[config.mk]
export PLATFORM = sky130hd
export DESIGN_NAME = lsu
export DESIGN_NICKNAME = d
export VERILOG_FILES = /design/src/rtl/rv32_pkg.sv /design/src/rtl/lsu_align.sv /design/src/rtl/lsu.sv
export SDC_FILE = /design/constraint.sdc
export NUM_CORES = 1
export LEC_CHECK = 0
export BUFFER_PORTS_ARGS = -buffer_cell sky130_fd_sc_hd__clkbuf_2
export CAP_MARGIN = 5
export CORE_AREA = 2 2 141 143
export DETAILED_ROUTE_END_ITERATION = 8
export DIE_AREA = 0 0 143 145
export PLACE_DENSITY_LB_ADDON = 0.08
export SLEW_MARGIN = 20
export SYNTH_ARGS = -nofsm -noshare
export SYNTH_HDL_FRONTEND = slang
export SYNTH_SLANG_ARGS = --single-unit
[constraint.sdc]
create_clock -name clk_i -period 8.25 [get_ports clk_i]
set_input_delay 0.4125 -clock clk_i [delete_from_list [all_inputs] [get_ports clk_i]]
set_output_delay 0.4125 -clock clk_i [all_outputs]
set_load 0.03 [all_outputs]
[src/rtl/rv32_pkg.sv]
// rv32_pkg: shared RV32 types and helpers for the load/store unit.
// Provides the access-size and LSU FSM enums plus byte-enable, store-lane and
// alignment helpers so a future store buffer can reuse the same encodings.
package rv32_pkg;

    typedef enum logic [1:0] {lsu_byte, lsu_half, lsu_word} lsu_type_e;

    typedef enum logic [1:0] {LSU_IDLE, LSU_WAIT_GNT, LSU_WAIT_RVALID} lsu_state_e;

    function automatic logic [3:0] lsu_be(input lsu_type_e t, input logic [1:0] off);
        return t == lsu_byte ? 4'b0001 << off : t == lsu_half ? 4'b0011 << off : 4'b1111;
    endfunction

    // Replicate the right-aligned store value across every lane it may land in.
    function automatic logic [31:0] lsu_wdata(input lsu_type_e t, input logic [31:0] wd);
        return t == lsu_byte ? {4{wd[7:0]}} : t == lsu_half ? {2{wd[15:0]}} : wd;
    endfunction

    function automatic logic lsu_misaligned(input lsu_type_e t, input logic [1:0] off);
        return t == lsu_byte ? 1'b0 : t == lsu_half ? off[0] : |off;
    endfunction

endpackage

[src/rtl/lsu_align.sv]
// lsu_align: combinational load-lane extraction and sign/zero extension.
// Ports: rdata_i full response word, off_i byte offset, type_i access size,
// sign_ext_i extend mode, data_o right-aligned extended result.
module lsu_align
    import rv32_pkg::*;
(
    input  logic [31:0] rdata_i,
    input  logic [1:0]  off_i,
    input  lsu_type_e   type_i,
    input  logic        sign_ext_i,
    output logic [31:0] data_o
);
    logic [7:0]  b;
    logic [15:0] h;

    assign b = rdata_i[{off_i, 3'b000} +: 8];
    assign h = rdata_i[{off_i[1], 4'b0000} +: 16];

    always_comb begin
        data_o = type_i == lsu_byte ? {{24{sign_ext_i & b[7]}}, b}
               : type_i == lsu_half ? {{16{sign_ext_i & h[15]}}, h}
               : rdata_i;
    end
endmodule

[src/rtl/lsu.sv]
// lsu: RV32 load/store unit driving a req/gnt/rvalid data-memory port.
// Ports: clk_i/rst_i (async active-high); req_i, we_i, type_i, sign_ext_i,
// addr_i, wdata_i from execute; busy_o, rvalid_o, rdata_o, misaligned_o to
// writeback; data_* memory port. Define LSU_BUS_ERR_EN to add data_err_i/err_o.
module lsu
    import rv32_pkg::*;
(
    input  logic        clk_i,
    input  logic        rst_i,
    input  logic        req_i,
    input  logic        we_i,
    input  lsu_type_e   type_i,
    input  logic        sign_ext_i,
    input  logic [31:0] addr_i,
    input  logic [31:0] wdata_i,
    output logic        busy_o,
    output logic        rvalid_o,
    output logic [31:0] rdata_o,
    output logic        misaligned_o,
    output logic        data_req_o,
    input  logic        data_gnt_i,
    output logic [31:0] data_addr_o,
    output logic        data_we_o,
    output logic [3:0]  data_be_o,
    output logic [31:0] data_wdata_o,
    input  logic        data_rvalid_i,
`ifdef LSU_BUS_ERR_EN
    input  logic        data_err_i,
    output logic        err_o,
`endif
    input  logic [31:0] data_rdata_i
);
    lsu_state_e  state_q, state_d;
    logic [1:0]  off_q, off_d;
    logic        we_q, we_d, sext_q, sext_d;
    lsu_type_e   type_q, type_d;
    logic [31:0] addr_q, addr_d, wdata_q, wdata_d, rdata_q, rdata_d, load_data;
    logic [3:0]  be_q, be_d;
    logic        req_q, req_d, rvalid_q, rvalid_d, mis_q, mis_d, fail;
`ifdef LSU_BUS_ERR_EN
    logic        err_q, err_d;
    assign fail  = data_err_i;
    assign err_o = err_q;
`else
    assign fail  = 1'b0;
`endif

    lsu_align u_align (
        .rdata_i    (data_rdata_i),
        .off_i      (off_q),
        .type_i     (type_q),
        .sign_ext_i (sext_q),
        .data_o     (load_data)
    );

    assign busy_o       = state_q != LSU_IDLE;
    assign rvalid_o     = rvalid_q;
    assign rdata_o      = rdata_q;
    assign misaligned_o = mis_q;
    assign data_req_o   = req_q;
    assign data_addr_o  = addr_q;
    assign data_we_o    = we_q;
    assign data_be_o    = be_q;
    assign data_wdata_o = wdata_q;

    always_ff @(posedge clk_i or posedge rst_i) begin
        if (rst_i) begin
            state_q  <= LSU_IDLE;
            off_q    <= '0;
            we_q     <= 1'b0;
            sext_q   <= 1'b0;
            type_q   <= lsu_byte;
            addr_q   <= '0;
            wdata_q  <= '0;
            rdata_q  <= '0;
            be_q     <= '0;
            req_q    <= 1'b0;
            rvalid_q <= 1'b0;
            mis_q    <= 1'b0;
`ifdef LSU_BUS_ERR_EN
            err_q    <= 1'b0;
`endif
        end else begin
            state_q  <= state_d;
            off_q    <= off_d;
            we_q     <= we_d;
            sext_q   <= sext_d;
            type_q   <= type_d;
            addr_q   <= addr_d;
            wdata_q  <= wdata_d;
            rdata_q  <= rdata_d;
            be_q     <= be_d;
            req_q    <= req_d;
            rvalid_q <= rvalid_d;
            mis_q    <= mis_d;
`ifdef LSU_BUS_ERR_EN
            err_q    <= err_d;
`endif
        end
    end

    always_comb begin
        state_d  = state_q;
        off_d    = off_q;
        we_d     = we_q;
        sext_d   = sext_q;
        type_d   = type_q;
        addr_d   = addr_q;
        wdata_d  = wdata_q;
        be_d     = be_q;
        req_d    = req_q;
        rvalid_d = 1'b0;
        rdata_d  = '0;
        mis_d    = 1'b0;
`ifdef LSU_BUS_ERR_EN
        err_d    = 1'b0;
`endif
        case (state_q)
            LSU_IDLE: begin
                if (req_i && lsu_misaligned(type_i, addr_i[1:0])) begin
                    mis_d = 1'b1;
                end else if (req_i) begin
                    off_d   = addr_i[1:0];
                    we_d    = we_i;
                    sext_d  = sign_ext_i;
                    type_d  = type_i;
                    addr_d  = {addr_i[31:2], 2'b00};
                    wdata_d = lsu_wdata(type_i, wdata_i);
                    be_d    = lsu_be(type_i, addr_i[1:0]);
                    req_d   = 1'b1;
                    state_d = LSU_WAIT_GNT;
                end
            end
            LSU_WAIT_GNT: begin
                if (data_gnt_i) begin
                    req_d   = 1'b0;
                    state_d = LSU_WAIT_RVALID;
                end
            end
            LSU_WAIT_RVALID: begin
                if (data_rvalid_i) begin
                    rvalid_d = 1'b1;
                    rdata_d  = (we_q || fail) ? 32'd0 : load_data;
`ifdef LSU_BUS_ERR_EN
                    err_d    = data_err_i;
`endif
                    state_d  = LSU_IDLE;
                end
            end
            default: state_d = LSU_IDLE;
        endcase
    end
endmodule

==> metrics.yaml, run 1 <==
endpoint_kind: "flip-flop"
layout_commonest_cell: "clkbuf_2"
rows: 51
cts.sinks: 109
grtUsageTotal_pct: 14.9
fillers: 1974
fin_area_um2: 6610
drt_iter0_markers: 166
tritoncts: "yes"
post-synth-top-area-cell: "dfrtp_1"
seqCellArea_um2: 2730
diodes: 0
grt_max_degree: 73
synthSimpleGateAreaFrac_pct: 10.2
rsz0062_at_grt: "no"
worst_pin_slew_ps: 942
drc: 0
r2r-end: "rdata_o[31]"
fp.dieW_um: 143
worstPathRequired_ps: 8510
fin_setup_tns_ps: 0
cts.hold.buffers_added: 0
grt_pass1_vias: 4185
postRouteAntennaNets: 0
r2r_slack_ps: 5930
status: "completed"
ys.flop_type: "dfrtp_1"
h-tree-depth: 3
min_path_type: "input pin to asynchronous set/reset pin"
io_pins: 210
synthAdderAreaFrac_pct: 0.979
globalRoute.totalOverflow: 0
syn_avg_cell_area_um2: 12.1
post_cts_buffers: 0
cts.clk_slew.worst_paths_ps: 80
synth-edff-count: 0
synth_cell_types: 46
clock.fmax_mhz: 431
synth_mux_area_share_pct: 21.3
synth-async-reset-ratio_pct: 100
synth_xor_area_share_pct: 0
rr_worst_depth: 3
grt_pass1_wl_mm: 23.8
wl_mm: 15.5
multi_input_area_um2: 2150
period_needed_ps: 2320
synth_top_family_by_area: "multiplexers"
place_congestion: 0.789
layout-drive-gt1-share_pct: 50.1
clockBufferDepth: 2
syn_to_final_growth_pct: 29.3
path_max_fanout: 17
root_buffer: "clkbuf_16"
ctsResizeCount: 0
worst_slew_margin_rel_pct: 37.2
finalHoldViolCount: 0
post-dp-hpwl_mm: 10.9
final_cell_mix: "clkbuf_2, dfrtp_1, mux2_2, nand2_1, nor2_1"
worstSetupPathType: "flip-flop to flip-flop"
power_density_nw_per_um2: 333
start_util_pct: 26.6
synth_top_area_share_pct: 53.4
io_buffers: 207
skew_ps: 9.69
synth-seq-cells: 109
nets: 715
worstPathArrival_ps: 2590
die_h_um: 145
yosys-top-cells-area: "dfrtp_1, mux2_2, mux4_2, mux2i_1, mux2_1"
die_area_um2: 20700
ir_drop_mv: 0.150
finalCritPeriodShare_pct: 28.2
insertion_delay_ps: 360
cts_buffers: 9
finalSetupViolations: 0
synth-compound-area-share_pct: 9.45
antenna_found_initial: 0
synth_cells: 421
placed_cell_area_um2: 6320
yosys_warnings: 0
reg2reg_from: "state_q[0]"
cp-start-kind: "flip-flop"
cp-startpoint: "state_q[0]"
via_per_inst: 4.70
vias: 4116
core_um2: 19200
avgRoutedWirePerCell_um: 17.6
yosysSeqAreaShare_pct: 53.4
maxCapViolations: 0
dr.pass1.iters: 4
p_leak_nw: 3.17
synth_area_um2: 5110
final_max_slew_viol_count: 0
routing by layer:
layer / wire length (µm) / vias up / global-route usage (%)
met5: 0 / - / 0
met4: 242 / 0 / 5.10
met3: 1330 / 16 / 4.69
met2: 7370 / 176 / 23.9
met1: 6510 / 2025 / 19.1
li1: - / 1899 / -
through the flow:
stage / hold WS, ps / worst slack (ps) / util (%) / power (mW) / instances
after global placement: 475 / 5640 / 32.9 / 1.77 / 860
final: 124 / 5930 / 34.4 / 2.20 / 876
after detailed placement: 480 / 5590 / 32.9 / 1.79 / 860
after CTS: 139 / 5850 / 34.4 / 2.23 / 876
after floorplan: 494 / 4960 / - / 1.49 / 422
after global routing: 168 / 5620 / 34.4 / 2.33 / 876
registers in the layout (all words and copies together) (netlist names), 2 cells and up:
name / flops
data_addr_o: 30
data_be_o: 4
data_wdata_o: 32
off_q: 2
rdata_o: 32
state_q: 2
type_q: 2
layout make-up:
type	instances	area share (%)
clock buffers	10	3.62
repair buffers	209	15.9
multi-input cells	262	32.6
inverters	15	0.890
well taps	265	5.02
flip-flops and latches	109	41.3
clock inverters	6	0.700
power breakdown:
| part | total [mW] | internal (mW) | leakage [nW] | switching, mW |
|---|---|---|---|---|
| Clock | 0.433 | 0.215 | 0.135 | 0.218 |
| Combinational | 0.918 | 0.332 | 1.68 | 0.586 |
| Sequential | 0.848 | 0.701 | 1.36 | 0.147 |
Yosys cell counts (all sizes together) (3+ instances only):
cell type	count
mux4	8
inv	15
a21oi	4
dfrtp	109
a2111oi	7
nand4	8
nor3	8
mux2i	11
buf	19
nor2	20
nand2b	3
nand3b	8
a41oi	7
ha	4
nand3	17
o21ai	27
a221o	8
nand2	21
mux2	71
clkbuf	17
o22ai	7
worst max path at each step:
stage                                 end  cells after the start
final                         rdata_o[31]                      3
after global routing          rdata_o[31]                      3
after CTS                     rdata_o[31]                      3
after detailed placement  data_addr_o[21]                      5
after global placement    data_addr_o[26]                      5
after floorplan           data_addr_o[10]                      1
logic make-up (layout without fill, tap and decap cells):
family,Yosys count,after routing
DFF,109,109
and+or+nand+nor,98,98
muxes,90,90
AOI/OAI and AO/OA,68,68
buffers and inverters,51,240
adders and majority gates,4,4
other,1,2
critical path, cell delays in order, from the launching register on:
cell and delay (ps):
dfrtp_1 480, nand4bb_1 770, or3b_4 760, o21ai_0 220
No activity file was read; power rests on OpenSTA's default activity.
==> inputs of run 2 (changes only) <==
Clock period 8.25 ns to 2.4 ns, I/O delays scaled along.
==> run 2 against run 1 <==
Compared with the run above: clock skew shrank 0.65 ps; global-route usage up 0.23 points; critical endpoint is now rdata_o[3]; sequential cell count is the same; sequential power increased to 3.3 times the previous value; core utilization grew 2.3 points; sequential share of layout area down 2.6 points; fmax grew 37%; final area rose by 6.6%; die area stayed put; largest power group unchanged; worst setup slack got worse by 5200 ps.
==> metrics.yaml, run 2 (synthesis results as in run 1) <==
combPwrFrac_pct: 44.3
p_leak_nw: 3.37
h-tree-depth: 3
seqCellArea_um2: 2730
start_util_pct: 26.6
critPathMaxStageDelay_ps: 720
post-dp-hpwl_mm: 11.2
worst_slew_margin_rel_pct: 52.3
fin_setup_tns_ps: 0
sequentialPowerShare_pct: 36.5
ir_drop_mv: 0.489
cts.clk_slew.worst_paths_ps: 80
swShare_pct: 43.1
postRouteAntennaNets: 0
post_cts_buffers: 0
final_cell_mix: "clkbuf_2, dfrtp_1, mux2_2, dlygate4sd3_1, nand2_1"
fp.dieW_um: 143
cp-start-kind: "flip-flop"
wl_mm: 15.6
clkPwrFrac_pct: 19.2
io_buffers: 207
io_pins: 210
min_path_type: "input pin to flip-flop"
die_h_um: 145
worst_pin_slew_ps: 715
rows: 51
worstSetupPathType: "flip-flop to flip-flop"
finalSetupViolations: 0
fillers: 1980
place_congestion: 0.745
grt_max_degree: 57
skew_ps: 9.04
cts.sinks: 109
min_from: "addr_i[17]"
clockBufferDepth: 2
endpoint_kind: "flip-flop"
finalCritPeriodShare_pct: 70.8
multi_input_area_um2: 2150
vias: 4259
dr.pass1.iters: 4
worstPathRequired_ps: 2600
insertion_delay_ps: 350
diodes: 0
period_needed_ps: 1700
finalHoldViolCount: 0
layout-drive-gt1-share_pct: 48.1
status: "completed"
path_max_fanout: 17
syn_to_final_growth_pct: 37.7
fin_ws_ps: 701
core_um2: 19200
drc: 0
rsz0062_at_grt: "no"
via_per_inst: 4.63
grt_pass1_wl_mm: 24.6
tritoncts: "yes"
globalRoute.totalOverflow: 0
maxCapViolations: 0
cpMaxStageDelayCell: "dfrtp_1"
cts_buffers: 9
worstPathArrival_ps: 1900
root_buffer: "clkbuf_16"
switchingPower_mw: 3.30
avgRoutedWirePerCell_um: 17.0
post-place-ws_ps: 618
power_density_nw_per_um2: 1090
drt_iter0_markers: 218
final_max_slew_viol_count: 0
die_area_um2: 20700
antenna_found_initial: 0
cp-startpoint: "type_q[0]"
cp_cell_sequence: "or2_2 > nor2_1 > a2111oi_0"
grtUsageTotal_pct: 15.2
p_int_mw: 4.36
clock.fmax_mhz: 589
grt_pass1_vias: 4394
layout_commonest_cell: "clkbuf_2"
nets: 759
reg2reg_from: "type_q[0]"
## run 2: cell types whose count changed in the layout (fill, tap and decap cells not counted)
cell	delta
dfrtp_2	-1
nor2b_2	-1
dfrtp_1	+1
dlygate4sd3_1	+33
clkinvlp_4	+1
buf_4	+9
inv_4	-1
clkbuf_8	-1
inv_8	+1
clkinv_4	-1
buf_12	+2
inv_6	+1
nor2b_1	+1
## run 2: power groups by stage
stage / clock network (mW) / registers, mW / logic [mW]
finish: 1.47 / 2.80 / 3.39
global placement: 0 / 2.82 / 3.36
global route: 1.60 / 2.89 / 3.62
detailed placement: 0 / 2.83 / 3.39
floorplan: 0 / 3.82 / 1.32
CTS: 1.54 / 2.80 / 3.43
## run 2: routing by layer
metal,global-route usage [%],up-vias,routed length [µm]
met5,0,-,0
met4,4.75,0,187
met3,4.88,14,1300
met2,24.3,169,7390
met1,19.4,2087,6760
li1,-,1989,-
## run 2: cell type report
cell class / count / share of cell area, %
clock inverters: 7 / 0.817
clock buffers: 9 / 3.20
multi-input cells: 262 / 30.5
flip-flops and latches: 109 / 38.7
inverters: 15 / 0.853
repair buffers: 253 / 21.1
well taps: 265 / 4.71
## run 2: metrics by stage
step                      std cells  power, mW  utilization (%)  area, µm²  hold slack, ps
after global routing            920       8.10             36.7       7040            21.8
after global placement          871       6.17             33.5       6430             155
after floorplan                 422       5.14                -       5120             227
final                           920       7.66             36.7       7040            30.7
after detailed placement        871       6.22             33.5       6430             155
after CTS                       920       7.77             36.7       7040            19.8
## run 2: worst paths after layout
check | endpoint | slack (ps) | cells past startpoint
worst max-delay path | rdata_o[3] | 700 | 3
worst min-delay path | data_addr_o[17] | 30 | 2
worst max register to register | rdata_o[3] | 700 | 3
worst min register to register | data_req_o | 500 | 2
max in group asynchronous | data_wdata_o[24] | 1270 | 4
min in group asynchronous | data_be_o[3] | 320 | 3
## run 2: critical path: cells and delay by family, from the launching register on
family / cells / cell delay [ps]
AND/OR/NAND/NOR: 2 / 430
AO/OA/AOI/OAI: 1 / 390
flip-flops: 1 / 720
## run 2: repair_timing
action                    CTS  global route
gates resized for setup     0             0
hold buffers               33             0
hold endpoints to repair   48             0
